[src/rtl/avalon_bus_arbiter_pkg.sv]
// Shared types and constants for the Avalon-MM bus arbiter.
//   avalon_arb_state_t : arbiter FSM state (idle / bus transaction in flight)
//   AVALON_ARB_*       : bus widths and the requester-count ceiling
package avalon_bus_arbiter_pkg;

  typedef enum logic {
    ARB_IDLE = 1'b0,
    ARB_BUS  = 1'b1
  } avalon_arb_state_t;

  localparam int AVALON_ARB_MAX_REQ = 8;
  localparam int AVALON_ARB_DATA_W  = 32;
  localparam int AVALON_ARB_BE_W    = 4;
  localparam int AVALON_ARB_WAIT_W  = 16;

  // Width of a requester index; at least one bit even for tiny configurations.
  function automatic int arb_idx_w(input int num_req);
    return (num_req <= 2) ? 1 : $clog2(num_req);
  endfunction

endpackage

[src/rtl/avalon_rr_picker.sv]
// Combinational round-robin picker.
//   i_req        : request vector
//   i_last_grant : index of the requester served most recently
//   o_grant      : one-hot winner (all zero when no request)
//   o_idx        : binary index of the winner
//   o_any        : at least one request present
// The scan starts one past i_last_grant and wraps, so the requester just
// served has the lowest priority.
module avalon_rr_picker
  import avalon_bus_arbiter_pkg::*;
#(
  parameter int NUM_REQ = 2,
  parameter int IDX_W   = 1
) (
  input  logic [NUM_REQ-1:0] i_req,
  input  logic [IDX_W-1:0]   i_last_grant,
  output logic [NUM_REQ-1:0] o_grant,
  output logic [IDX_W-1:0]   o_idx,
  output logic               o_any
);

  always_comb begin
    logic [IDX_W-1:0] w_j;
    logic             w_found;
    w_j     = '0;
    w_found = 1'b0;
    o_grant = '0;
    o_idx   = '0;
    for (int k = 1; k <= NUM_REQ; k++) begin
      w_j = IDX_W'((int'(i_last_grant) + k) % NUM_REQ);
      if (!w_found && i_req[w_j]) begin
        w_found    = 1'b1;
        o_grant[w_j] = 1'b1;
        o_idx      = w_j;
      end
    end
  end

  assign o_any = |i_req;

endmodule

[src/rtl/avalon_bus_arbiter.sv]
// Round-robin arbiter sharing one Avalon-MM master port between NUM_REQ
// requesters. One transaction in flight; read data is taken on
// read & ~waitrequest (no readdatavalid).
// Ports:
//   clk, rst              : clock, asynchronous active-high reset
//   req/req_load          : per-requester valid and 1=read/0=write
//   req_addr/be/wdata     : per-requester packed address, byte enables, data
//   grant                 : combinational one-hot accept (only in IDLE)
//   rsp_valid/rsp_data    : one-cycle completion pulse to owner, read data
//   timeout_err           : sticky abort flag
//   avm_*                 : Avalon-MM master signals
// Optional feature: define AVALON_ARB_TIMEOUT_EN to abort a transaction after
// TIMEOUT_CYCLES waitrequest cycles; otherwise the bus waits indefinitely and
// timeout_err is tied low.
module avalon_bus_arbiter
  import avalon_bus_arbiter_pkg::*;
#(
  parameter int NUM_REQ        = 2,
  parameter int TIMEOUT_CYCLES = 1024
) (
  input  logic                                   clk,
  input  logic                                   rst,
  input  logic [NUM_REQ-1:0]                     req,
  input  logic [NUM_REQ-1:0]                     req_load,
  input  logic [NUM_REQ*AVALON_ARB_DATA_W-1:0]   req_addr,
  input  logic [NUM_REQ*AVALON_ARB_BE_W-1:0]     req_be,
  input  logic [NUM_REQ*AVALON_ARB_DATA_W-1:0]   req_wdata,
  output logic [NUM_REQ-1:0]                     grant,
  output logic [NUM_REQ-1:0]                     rsp_valid,
  output logic [AVALON_ARB_DATA_W-1:0]           rsp_data,
  output logic                                   timeout_err,
  output logic [AVALON_ARB_DATA_W-1:0]           avm_address,
  output logic [AVALON_ARB_BE_W-1:0]             avm_byteenable,
  output logic [AVALON_ARB_DATA_W-1:0]           avm_writedata,
  output logic                                   avm_read,
  output logic                                   avm_write,
  input  logic [AVALON_ARB_DATA_W-1:0]           avm_readdata,
  input  logic                                   avm_waitrequest
);

  localparam int IDX_W = arb_idx_w(NUM_REQ);

  if (NUM_REQ < 2 || NUM_REQ > AVALON_ARB_MAX_REQ) begin : g_bad_num_req
    $error("avalon_bus_arbiter: NUM_REQ out of range");
  end
  if (TIMEOUT_CYCLES < 1 || TIMEOUT_CYCLES >= (1 << AVALON_ARB_WAIT_W)) begin : g_bad_timeout
    $error("avalon_bus_arbiter: TIMEOUT_CYCLES out of range");
  end

  avalon_arb_state_t                r_state;
  avalon_arb_state_t                w_next_state;
  logic [IDX_W-1:0]                 r_owner;
  logic [IDX_W-1:0]                 r_last_grant;
  logic                             r_read;
  logic                             r_write;
  logic [NUM_REQ-1:0]               r_rsp_valid;
  logic [AVALON_ARB_DATA_W-1:0]     r_rsp_data;
  logic [AVALON_ARB_DATA_W-1:0]     r_addr;
  logic [AVALON_ARB_BE_W-1:0]       r_be;
  logic [AVALON_ARB_DATA_W-1:0]     r_wdata;

  logic [NUM_REQ-1:0]               w_pick_grant;
  logic [IDX_W-1:0]                 w_pick_idx;
  logic                             w_req_any;
  logic                             w_accept;
  logic                             w_done;
  logic                             w_abort;

  logic [AVALON_ARB_DATA_W-1:0]     w_addr_arr  [NUM_REQ];
  logic [AVALON_ARB_BE_W-1:0]       w_be_arr    [NUM_REQ];
  logic [AVALON_ARB_DATA_W-1:0]     w_wdata_arr [NUM_REQ];

  for (genvar g = 0; g < NUM_REQ; g++) begin : g_unpack
    assign w_addr_arr[g]  = req_addr[g*AVALON_ARB_DATA_W +: AVALON_ARB_DATA_W];
    assign w_be_arr[g]    = req_be[g*AVALON_ARB_BE_W +: AVALON_ARB_BE_W];
    assign w_wdata_arr[g] = req_wdata[g*AVALON_ARB_DATA_W +: AVALON_ARB_DATA_W];
  end

  avalon_rr_picker #(
    .NUM_REQ (NUM_REQ),
    .IDX_W   (IDX_W)
  ) u_picker (
    .i_req        (req),
    .i_last_grant (r_last_grant),
    .o_grant      (w_pick_grant),
    .o_idx        (w_pick_idx),
    .o_any        (w_req_any)
  );

  assign w_accept = (r_state == ARB_IDLE) && w_req_any;
  assign w_done   = (r_state == ARB_BUS) && !avm_waitrequest;

`ifdef AVALON_ARB_TIMEOUT_EN
  logic [AVALON_ARB_WAIT_W-1:0] r_wait_cnt;
  logic                         r_timeout_err;

  // The abort fires on the TIMEOUT_CYCLES-th stalled cycle, so read/write
  // stays up for exactly TIMEOUT_CYCLES stalled cycles.
  assign w_abort = (r_state == ARB_BUS) && avm_waitrequest &&
                   (r_wait_cnt == AVALON_ARB_WAIT_W'(TIMEOUT_CYCLES - 1));

  always_ff @(posedge clk or posedge rst) begin
    if (rst) begin
      r_wait_cnt    <= '0;
      r_timeout_err <= 1'b0;
    end else begin
      if (r_state == ARB_IDLE) begin
        r_wait_cnt <= '0;
      end else if (avm_waitrequest) begin
        r_wait_cnt <= r_wait_cnt + 1'b1;
      end
      if (w_abort) begin
        r_timeout_err <= 1'b1;
      end
    end
  end

  assign timeout_err = r_timeout_err;
`else
  assign w_abort     = 1'b0;
  assign timeout_err = 1'b0;
`endif

  // FSM state register
  always_ff @(posedge clk or posedge rst) begin
    if (rst) begin
      r_state <= ARB_IDLE;
    end else begin
      r_state <= w_next_state;
    end
  end

  // FSM next-state logic
  always_comb begin
    w_next_state = r_state;
    case (r_state)
      ARB_IDLE: if (w_req_any)        w_next_state = ARB_BUS;
      ARB_BUS:  if (w_done || w_abort) w_next_state = ARB_IDLE;
      default:                        w_next_state = ARB_IDLE;
    endcase
  end

  // FSM outputs: grant is only offered while idle
  always_comb begin
    grant = '0;
    if (r_state == ARB_IDLE) begin
      grant = w_pick_grant;
    end
  end

  // Control and response registers
  always_ff @(posedge clk or posedge rst) begin
    if (rst) begin
      r_owner      <= '0;
      r_last_grant <= IDX_W'(NUM_REQ - 1);
      r_read       <= 1'b0;
      r_write      <= 1'b0;
      r_rsp_valid  <= '0;
      r_rsp_data   <= '0;
    end else begin
      r_rsp_valid <= '0;
      r_rsp_data  <= '0;
      if (w_accept) begin
        r_owner <= w_pick_idx;
        r_read  <= req_load[w_pick_idx];
        r_write <= !req_load[w_pick_idx];
      end else if (w_done || w_abort) begin
        r_read               <= 1'b0;
        r_write              <= 1'b0;
        r_rsp_valid[r_owner] <= 1'b1;
        r_rsp_data           <= (w_done && r_read) ? avm_readdata : '0;
        r_last_grant         <= r_owner;
      end
    end
  end

  // Address/data capture; held stable for the whole bus phase
  always_ff @(posedge clk) begin
    if (w_accept) begin
      r_addr  <= w_addr_arr[w_pick_idx];
      r_be    <= w_be_arr[w_pick_idx];
      r_wdata <= w_wdata_arr[w_pick_idx];
    end
  end

  assign avm_address    = r_addr;
  assign avm_byteenable = r_be;
  assign avm_writedata  = r_wdata;
  assign avm_read       = r_read;
  assign avm_write      = r_write;
  assign rsp_valid      = r_rsp_valid;
  assign rsp_data       = r_rsp_data;

endmodule

[config.mk]
export PLATFORM = sky130hd
export DESIGN_NAME = avalon_bus_arbiter
export DESIGN_NICKNAME = d
export VERILOG_FILES = /design/src/rtl/avalon_bus_arbiter_pkg.sv /design/src/rtl/avalon_rr_picker.sv /design/src/rtl/avalon_bus_arbiter.sv
export SDC_FILE = /design/constraint.sdc
export NUM_CORES = 1
export LEC_CHECK = 0
export BUFFER_PORTS_ARGS = -buffer_cell sky130_fd_sc_hd__buf_2
export CAP_MARGIN = 5
export CELL_PAD_IN_SITES_DETAIL_PLACEMENT = 0
export CELL_PAD_IN_SITES_GLOBAL_PLACEMENT = 1
export CORE_MARGIN = 5
export CORE_UTILIZATION = 33
export CTS_CLUSTER_DIAMETER = 30
export DETAILED_ROUTE_END_ITERATION = 16
export PLACE_DENSITY_LB_ADDON = 0.1
export SLEW_MARGIN = 30
export SYNTH_ARGS = -nofsm -noshare
export SYNTH_HDL_FRONTEND = slang
export SYNTH_SLANG_ARGS = --single-unit
export TNS_END_PERCENT = 20
[constraint.sdc]
create_clock -name clk -period 2.9 [get_ports clk]
set_input_delay 0.58 -clock clk [delete_from_list [all_inputs] [get_ports clk]]
set_output_delay 0.58 -clock clk [all_outputs]
set_load 0.01 [all_outputs]
# [Yosys cells after proc, flatten, opt, wreduce, memory -nomap -nowiden]
# Index checks and enable logic that the tools add are counted.
[totals] ramBits=0 latchBits=0 rom_bits=0 memories=0 input_bits=175 word_cells=75 regBits=107 output_inout_bits=107
[op_classes] n_eq_ne=0 n_shift=0 multipliers=0 bitwise_logic=4 div=0 n_addsub=2 order_cmp=8 muxes=38 n_reduce_logical=13
[ops] operator="32-bit two-way mux" count=9
[ops] operator="1-bit two-way mux" count=17
[ops] operator="4-bit two-way mux" count=3
[ops] operator="2-bit two-way mux" count=5
[ops] operator="1-bit by 2-bit < comparator with 1-bit output, second input constant" count=4
[ops] operator="1-bit logical AND" count=7
[ops] operator="1-bit demux with 1-bit select" count=3
[ops] operator="1-bit >= comparator, second input constant" count=3
[ops] operator="1-bit logical NOT" count=3
[ops] operator="1-bit adder, second input constant" count=2
[ops] operator="2-bit >= comparator, second input constant" count=1
[ops] operator="1-bit inverter" count=2
[ops] operator="1-bit inverter with 2-bit output" count=1
[ops] operator="2-bit bitwise OR" count=1
[ops] operator="1-bit case mux with 2 select lines" count=1
[ops] operator="2-bit AND reduction" count=1
[ops] operator="2-bit nonzero test" count=1
[ops] operator="2-bit OR reduction" count=1

# [Depth between registers and ports, before layout]
# Gate-level depths: netlist of run 1.
[logic_depth] ltp_word=11 mapped_depth=4 depth_no_buf=3

# [Cells and area by module]
# Synthesis of run 1 repeated with hierarchy kept, for this count alone.
[unflattened] hier_cells=247 area_unflattened_um2=4296.6
[modules_own_cells] mod="avalon_bus_arbiter" cells_per_inst=242 seq_area_each_um2=3019.1 area_each_um2=4264.1 n_inst=1
[modules_own_cells] mod="avalon_rr_picker" cells_per_inst=5 seq_area_each_um2=0.0 area_each_um2=32.5 n_inst=1

# [Worst setup path after synthesis of run 1]
# Ideal clock, no wire load.
[synth_timing] path_kind="input -> register" start="in req[1]" end="reg r_addr[0] (netlist: avm_address[0]) (enable)" required_ns=2.478 path_stages=2 n_path_buf=0 setup_time_ns=0.422 t_arrival_ns=2.072 slack_ns=0.405 path_cell_list="o21bai_1 > inv_1"
[synth_via] elab_chain_len=2
[synth_rtl] element="start: declaration" line_no="avalon_bus_arbiter.sv:23" source="input logic [NUM_REQ-1:0] req,"
[synth_rtl] element="2-bit OR reduction" line_no="avalon_rr_picker.sv:39" source="assign o_any = |i_req;"
[synth_rtl] element="1-bit logical AND" line_no="avalon_bus_arbiter.sv:90" source="assign w_accept = (r_state == ARB_IDLE) && w_req_any;"
[synth_rtl] element="named net w_accept" line_no="avalon_bus_arbiter.sv:65" source="logic w_accept;"
[synth_rtl] element="end signal: assignment" line_no="avalon_bus_arbiter.sv:180" source="r_addr <= w_addr_arr[w_pick_idx];"
[synth_rtl] element="end: declaration" line_no="avalon_bus_arbiter.sv:58" source="logic [AVALON_ARB_DATA_W-1:0] r_addr;"
# The timed path passes the listed nets, and every way through them passes these cells.
# A chain may end at the register's enable or synchronous reset.

# [Final worst setup path of run 1]
[layout_timing] start="reg r_last_grant" end="out grant[1]"
[layout_via] elab_chain_len=9 word_cells_on_any_way=23 cone_classes="2 x add/sub; 4 x order compare; 12 x mux; 1 x bitwise; 4 x reduce/logical"
[layout_rtl] element="start: declaration" line_no="avalon_bus_arbiter.sv:53" source="logic [IDX_W-1:0] r_last_grant;"
[layout_rtl] element="start signal: assignment" line_no="avalon_bus_arbiter.sv:155" source="r_last_grant <= IDX_W'(NUM_REQ - 1);"
[layout_rtl] element="start signal: assignment" line_no="avalon_bus_arbiter.sv:172" source="r_last_grant <= r_owner;"
[layout_rtl] element="1-bit adder" line_no="avalon_rr_picker.sv:30" source="w_j = IDX_W'((int'(i_last_grant) + k) % NUM_REQ);"
[layout_rtl] element="1-bit by 2-bit < comparator with 1-bit output (implied by the code) or 1-bit >= comparator (tied branches)" line_no="avalon_rr_picker.sv:33" source="o_grant[w_j] = 1'b1;"
[layout_rtl] element="1-bit logical AND (implied by the code)" line_no="avalon_rr_picker.sv:33"
[layout_rtl] element="1-bit two-way mux (implied by the code)" line_no="avalon_rr_picker.sv:33"
[layout_rtl] element="1-bit demux with 1-bit select"
[layout_rtl] element="2-bit two-way mux" line_no="avalon_rr_picker.sv:31" source="if (!w_found && i_req[w_j]) begin"
[layout_rtl] element="2-bit bitwise OR (no line)"
[layout_rtl] element="2-bit two-way mux (*)" line_no="avalon_rr_picker.sv:31"
[layout_rtl] element="2-bit two-way mux (*)" line_no="avalon_bus_arbiter.sv:146" source="if (r_state == ARB_IDLE) begin"
[layout_rtl] element="end: declaration" line_no="avalon_bus_arbiter.sv:28" source="output logic [NUM_REQ-1:0] grant,"
# Every way passes the cells marked *; elsewhere a longest branch is shown, timed or not. The select of a mux whose other input is x is not followed.

==> flow_summary.toml, run 1 <==
[status]
status = "finished, final reports clean"

[detailed_routing]
viasPerCell = 4.29
first_iter_violations = 107
wl_met3_mm = 1.23
avgRoutedWirePerCell_um = 16.7
top_layer = "met5"
dr.pass1.iters = 4
vias = 3044
drcViolationCount = 0
wl_mm = 11.9
met1_length_mm = 4.22
wl_met2_mm = 6.02
ant_nets = 0

[timing]
fin_setup_tns_ns = 0
whs_ns = 0.343
maxSlewViolCount = 0
fin_skew_ns = 0.00645
hold_viol_final = 0
fmax_mhz = 468
worst-slew-pin-transition_ns = 0.577
relSlewSlack = 0.615
min_period_ns = 2.14
min_period_over_period = 0.736
rsz0062_at_grt = "false"
setup_viol = 0

[critical_path]
arrival_ns = 1.56
required_ns = 2.32
cpMaxStageDelayCell = "dfstp_2"
cp_top_family = "flip-flops"
critPathKind = "reg -> out"
cp_cell_sequence = "a21bo_4 > buf_12 > nor2_1 > buf_2"
crit_fanout = 40
worstSetupStartpointType = "flip-flop"
startpoint = "r_last_grant"
crit_buf_inv = 2
rr_startpoint = "r_last_grant"
crit_path_max_incr_delay_ns = 0.57
end_kind = "output port"

[yosys]
synth-simple-area-share = 0.0572
synth_xor_area_frac = 0
synth-compound-area-share = 0.0134
syn_area_um2 = 4490
async_reset_ff_frac = 0.364
synth_cell_types = 22
synth_mux_area_frac = 0.227
synthCells = 243
synth_seq_area_share = 0.673
synth_edf_count = 68
yosysWarnings = 0
synth_fa_ha_area_frac = 0
synth.largest_area_cell = "edfxtp_1"
yosysTopAreaCellShare = 0.455
synth_area_per_cell_um2 = 18.5
ys_top_cells_by_area = "edfxtp_1, mux2_4, dfrtp_1"
syn_nets = 418
synth_seq_cells = 107
synthFlopType = "edfxtp_1"
synth_top_family_by_area = "multiplexers"

[clock_network]
cts_tree = "done"
cts.sink_count = 107
post_cts_resized = 0
clock_latency_ns = 0.34
cts_root_buf = "clkbuf_16"
cts.clk_slew.worst_paths_ns = 0.07
clk_path_buf_depth = 2
h-tree-depth = 3
post_cts_buffers = 0
ctsHoldBuffers = 0
cts_buffers = 9

[global_route]
grt_use_total = 0.143
grt_pass1_wl_mm = 17.6
grt-ovfl-total = 0
antenna_found_initial = 2
grt_pass1_vias = 3289
grt_max_degree = 41

[final_layout]
final-instance-count-excl-fill = 710
area.sequential_um2 = 3020
nets = 703
final_common_cell = "buf_2"
drive_gt1_frac = 0.694
syn_to_final_growth_pct = 41.4
final_cell_mix = "buf_2, mux2_4, edfxtp_1"
multi_input_comb_area_um2 = 1350
fill_cells = 1213

[placement]
gp_congestion = 0.812
numPortBuffers = 280
dp.cells = 693
place_hpwl_mm = 9.23

[floorplanning]
die_area_um2 = 16000
core_area_um2 = 13300
die_h_um = 127
io_pins = 282
die_w_um = 127
start_util = 0.338
placementRows = 42

[power_and_ir_drop]
ir_drop_uv = 308
powerDensity_nw_per_um2 = 670
leakage_nw = 3.25

[min_path]
hold_class = "in -> async"

[job]
maxCapViolations = 0
## worst register-to-register path: stages (launching register included)
cell and delay, ns:
dfstp_2 0.57, a21bo_4 0.15, buf_4 0.48, mux2_4 0.37
## logic make-up (layout without fill, tap and decap cells)
family	after synthesis	after routing
other	1	2
AOI/OAI and AO/OA	7	7
buffers and inverters	16	306
muxes	68	68
DFF	107	107
and+or+nand+nor	44	44
## layout make-up
class / count / share of cell area
Inverter: 4 / 0.00237
Timing Repair Buffer: 286 / 0.230
Multi-Input combinational cell: 120 / 0.212
Clock inverter: 1 / 0.000788
Tap cell: 176 / 0.0347
Antenna cell: 1 / 0.000394
Sequential cell: 107 / 0.476
Clock buffer: 15 / 0.0440
## Yosys cell counts, types with 3 or more instances
library cell	count
nand2_1	4
dfrtp_1	38
buf_6	8
buf_2	3
inv_1	4
and2_1	33
nor2_1	4
edfxtp_1	68
mux2_4	68
## final timing paths
| check | endpoint | slack, ns | cells past startpoint |
|---|---|---|---|
| min in group clk | rsp_valid[0] | 0.43 | 1 |
| hold reg to reg | rsp_valid[0] | 0.43 | 1 |
| max in group asynchronous | r_last_grant | 2.20 | 3 |
| hold / removal | rsp_data[22] | 0.34 | 3 |
| setup reg to reg | avm_writedata[13] | 1.08 | 3 |
| setup / recovery | grant[1] | 0.76 | 4 |
## metrics by stage
stage / utilization / setup WS [ns] / instance area [um^2] / power, W
after floorplan: - / 0.405 / 4490 / 0.00271
after global placement: 0.456 / 0.913 / 6060 / 0.00312
after detailed placement: 0.456 / 0.885 / 6060 / 0.00313
after CTS: 0.477 / 0.727 / 6340 / 0.00432
after global routing: 0.477 / 0.677 / 6350 / 0.00447
final: 0.477 / 0.765 / 6350 / 0.00425
## state kept, by name, summed over array words and instances (netlist names)
signal,count
avm_address,32
avm_byteenable,4
avm_read,1
avm_write,1
avm_writedata,32
r_last_grant,1
r_owner,1
r_state,1
rsp_data,32
rsp_valid,2
## metal layers
metal | global-route usage | vias to the layer above
met5 | 0 | -
met4 | 0.0776 | 2
met3 | 0.0530 | 28
met2 | 0.243 | 166
met1 | 0.154 | 1407
li1 | - | 1441
## power by group
part,internal [W],switching (W),leakage [nW]
clock,0.000659,0.000514,0.139
sequential,0.00194,0.0000733,1.17
combinational,0.000532,0.000531,1.93
total,0.00313,0.00112,3.25
(Power assumes the default switching activity.)
==> run 2: changes to the inputs <==
==> constraint.sdc (replaced) <==
create_clock -name clk -period 2.1 [get_ports clk]
set_input_delay 0.42 -clock clk [delete_from_list [all_inputs] [get_ports clk]]
set_output_delay 0.42 -clock clk [all_outputs]
set_load 0.01 [all_outputs]
==> flow_summary.toml, run 2 (synthesis results as in run 1) <==
[status]
status = "finished, final reports clean"

[critical_path]
arrival_ns = 1.48
r2r_setup_slack_ns = 0.41
crit_path_max_incr_delay_ns = 0.57
cpMaxStageDelayCell = "dfstp_2"
crit_fanout = 24
worstSetupStartpointType = "flip-flop"
cp_cell_sequence = "a21bo_4 > buf_12 > nor2_1 > buf_2"
rr_startpoint = "r_last_grant"
cp-endpoint = "grant[1]"
startpoint = "r_last_grant"
worstReg2RegEnd = "avm_address[14]"
end_kind = "output port"
ff2ff_path_depth = 3
required_ns = 1.68
critPathKind = "reg -> out"

[global_route]
grt_max_degree = 48
grt_use_total = 0.144
grt_pass1_wl_mm = 17.6
grt-ovfl-total = 0
antenna_found_initial = 2
grt_pass1_vias = 3181

[timing]
hold_viol_final = 0
whs_ns = 0.182
fin_ws_ns = 0.197
fin_setup_tns_ns = 0
min_period_ns = 1.90
fin_skew_ns = 0.00320
fmax_mhz = 525
rsz0062_at_grt = "false"
min_period_over_period = 0.906
setup_viol = 0
maxSlewViolCount = 0

[floorplanning]
start_util = 0.338
die_w_um = 127
io_pins = 282
die_h_um = 127
die_area_um2 = 16000
placementRows = 42
core_area_um2 = 13300

[clock_network]
clk_path_buf_depth = 2
post_cts_resized = 0
cts_buffers = 9
cts.sink_count = 107
clock_latency_ns = 0.34
ctsHoldBuffers = 0
post_cts_buffers = 0
cts_root_buf = "clkbuf_16"
cts_tree = "done"
h-tree-depth = 3
cts.clk_slew.worst_paths_ns = 0.07

[power_and_ir_drop]
leakage_nw = 3.26
ir_drop_uv = 368
powerDensity_nw_per_um2 = 928

[final_layout]
drive_gt1_frac = 0.703
multi_input_comb_area_um2 = 1360
fill_cells = 1226
final_cell_mix = "buf_2, mux2_4, edfxtp_1"
final_common_cell = "buf_2"
area.sequential_um2 = 3020
nets = 703
syn_to_final_growth_pct = 42.3
final_cell_area_um2 = 6390

[detailed_routing]
vias = 3037
first_iter_violations = 144
viasPerCell = 4.28
avgRoutedWirePerCell_um = 16.9
ant_nets = 0
drcViolationCount = 0
wl_mm = 12.0
dr.pass1.iters = 4

[placement]
gp_congestion = 0.795
placed_area_um2 = 6090
numPortBuffers = 280
dpl_worst_slack_ns = 0.376
place_hpwl_mm = 9.33

[min_path]
hold_class = "in -> async"

[job]
maxCapViolations = 0
-- run 2: cell types whose count changed in the layout (fill, tap and decap cells not counted), sizes merged --
cell,change
clkbuf,-3
clkinvlp,+1
inv,+1
-- run 2: per-stage QoR --
step	instances	utilization	total power, W
2_1_floorplan	243	-	0.00374
3_3_place_gp	693	0.458	0.00432
3_5_place_dp	693	0.458	0.00435
4_1_cts	708	0.480	0.00604
5_1_grt	709	0.480	0.00623
6_report	709	0.480	0.00593
-- run 2: area by class of cell --
class / instances / area share
multi-input cells: 120 / 0.213
clock inverters: 3 / 0.00274
flip-flops and latches: 107 / 0.473
clock buffers: 12 / 0.0435
inverters: 4 / 0.00294
diodes: 1 / 0.000392
repair buffers: 286 / 0.230
well taps: 176 / 0.0345
-- run 2: worst min-delay path by stage --
stage / end / slack, ns
after floorplan: rsp_valid[0] / 0.40
after global placement: rsp_valid[0] / 0.42
after detailed placement: rsp_valid[0] / 0.44
after CTS: rsp_data[20] / 0.19
after global routing: rsp_data[19] / 0.23
final: rsp_data[25] / 0.18
-- run 2: routing by layer --
layer / routed length [um] / part of all wire / track usage
met5: 20 / 0.0017 / 0
met4: 337 / 0.028 / 0.0688
met3: 1190 / 0.099 / 0.0517
met2: 6090 / 0.51 / 0.250
met1: 4330 / 0.36 / 0.158
-- run 2: critical path: cells and delay by family, from the launching register on --
kind	cells	cell delay (ns)
buffers and inverters	2	0.35
and+or+nand+nor	1	0.06
AOI/OAI and AO/OA	1	0.16
DFF	1	0.57
-- run 2: power by group --
| group | total [W] | internal [W] | switching, W |
|---|---|---|---|
| Clock | 0.00166 | 0.000935 | 0.000726 |
| Sequential | 0.00278 | 0.00268 | 0.0000997 |
| Combinational | 0.00149 | 0.000749 | 0.000736 |
| Total | 0.00593 | 0.00437 | 0.00156 |
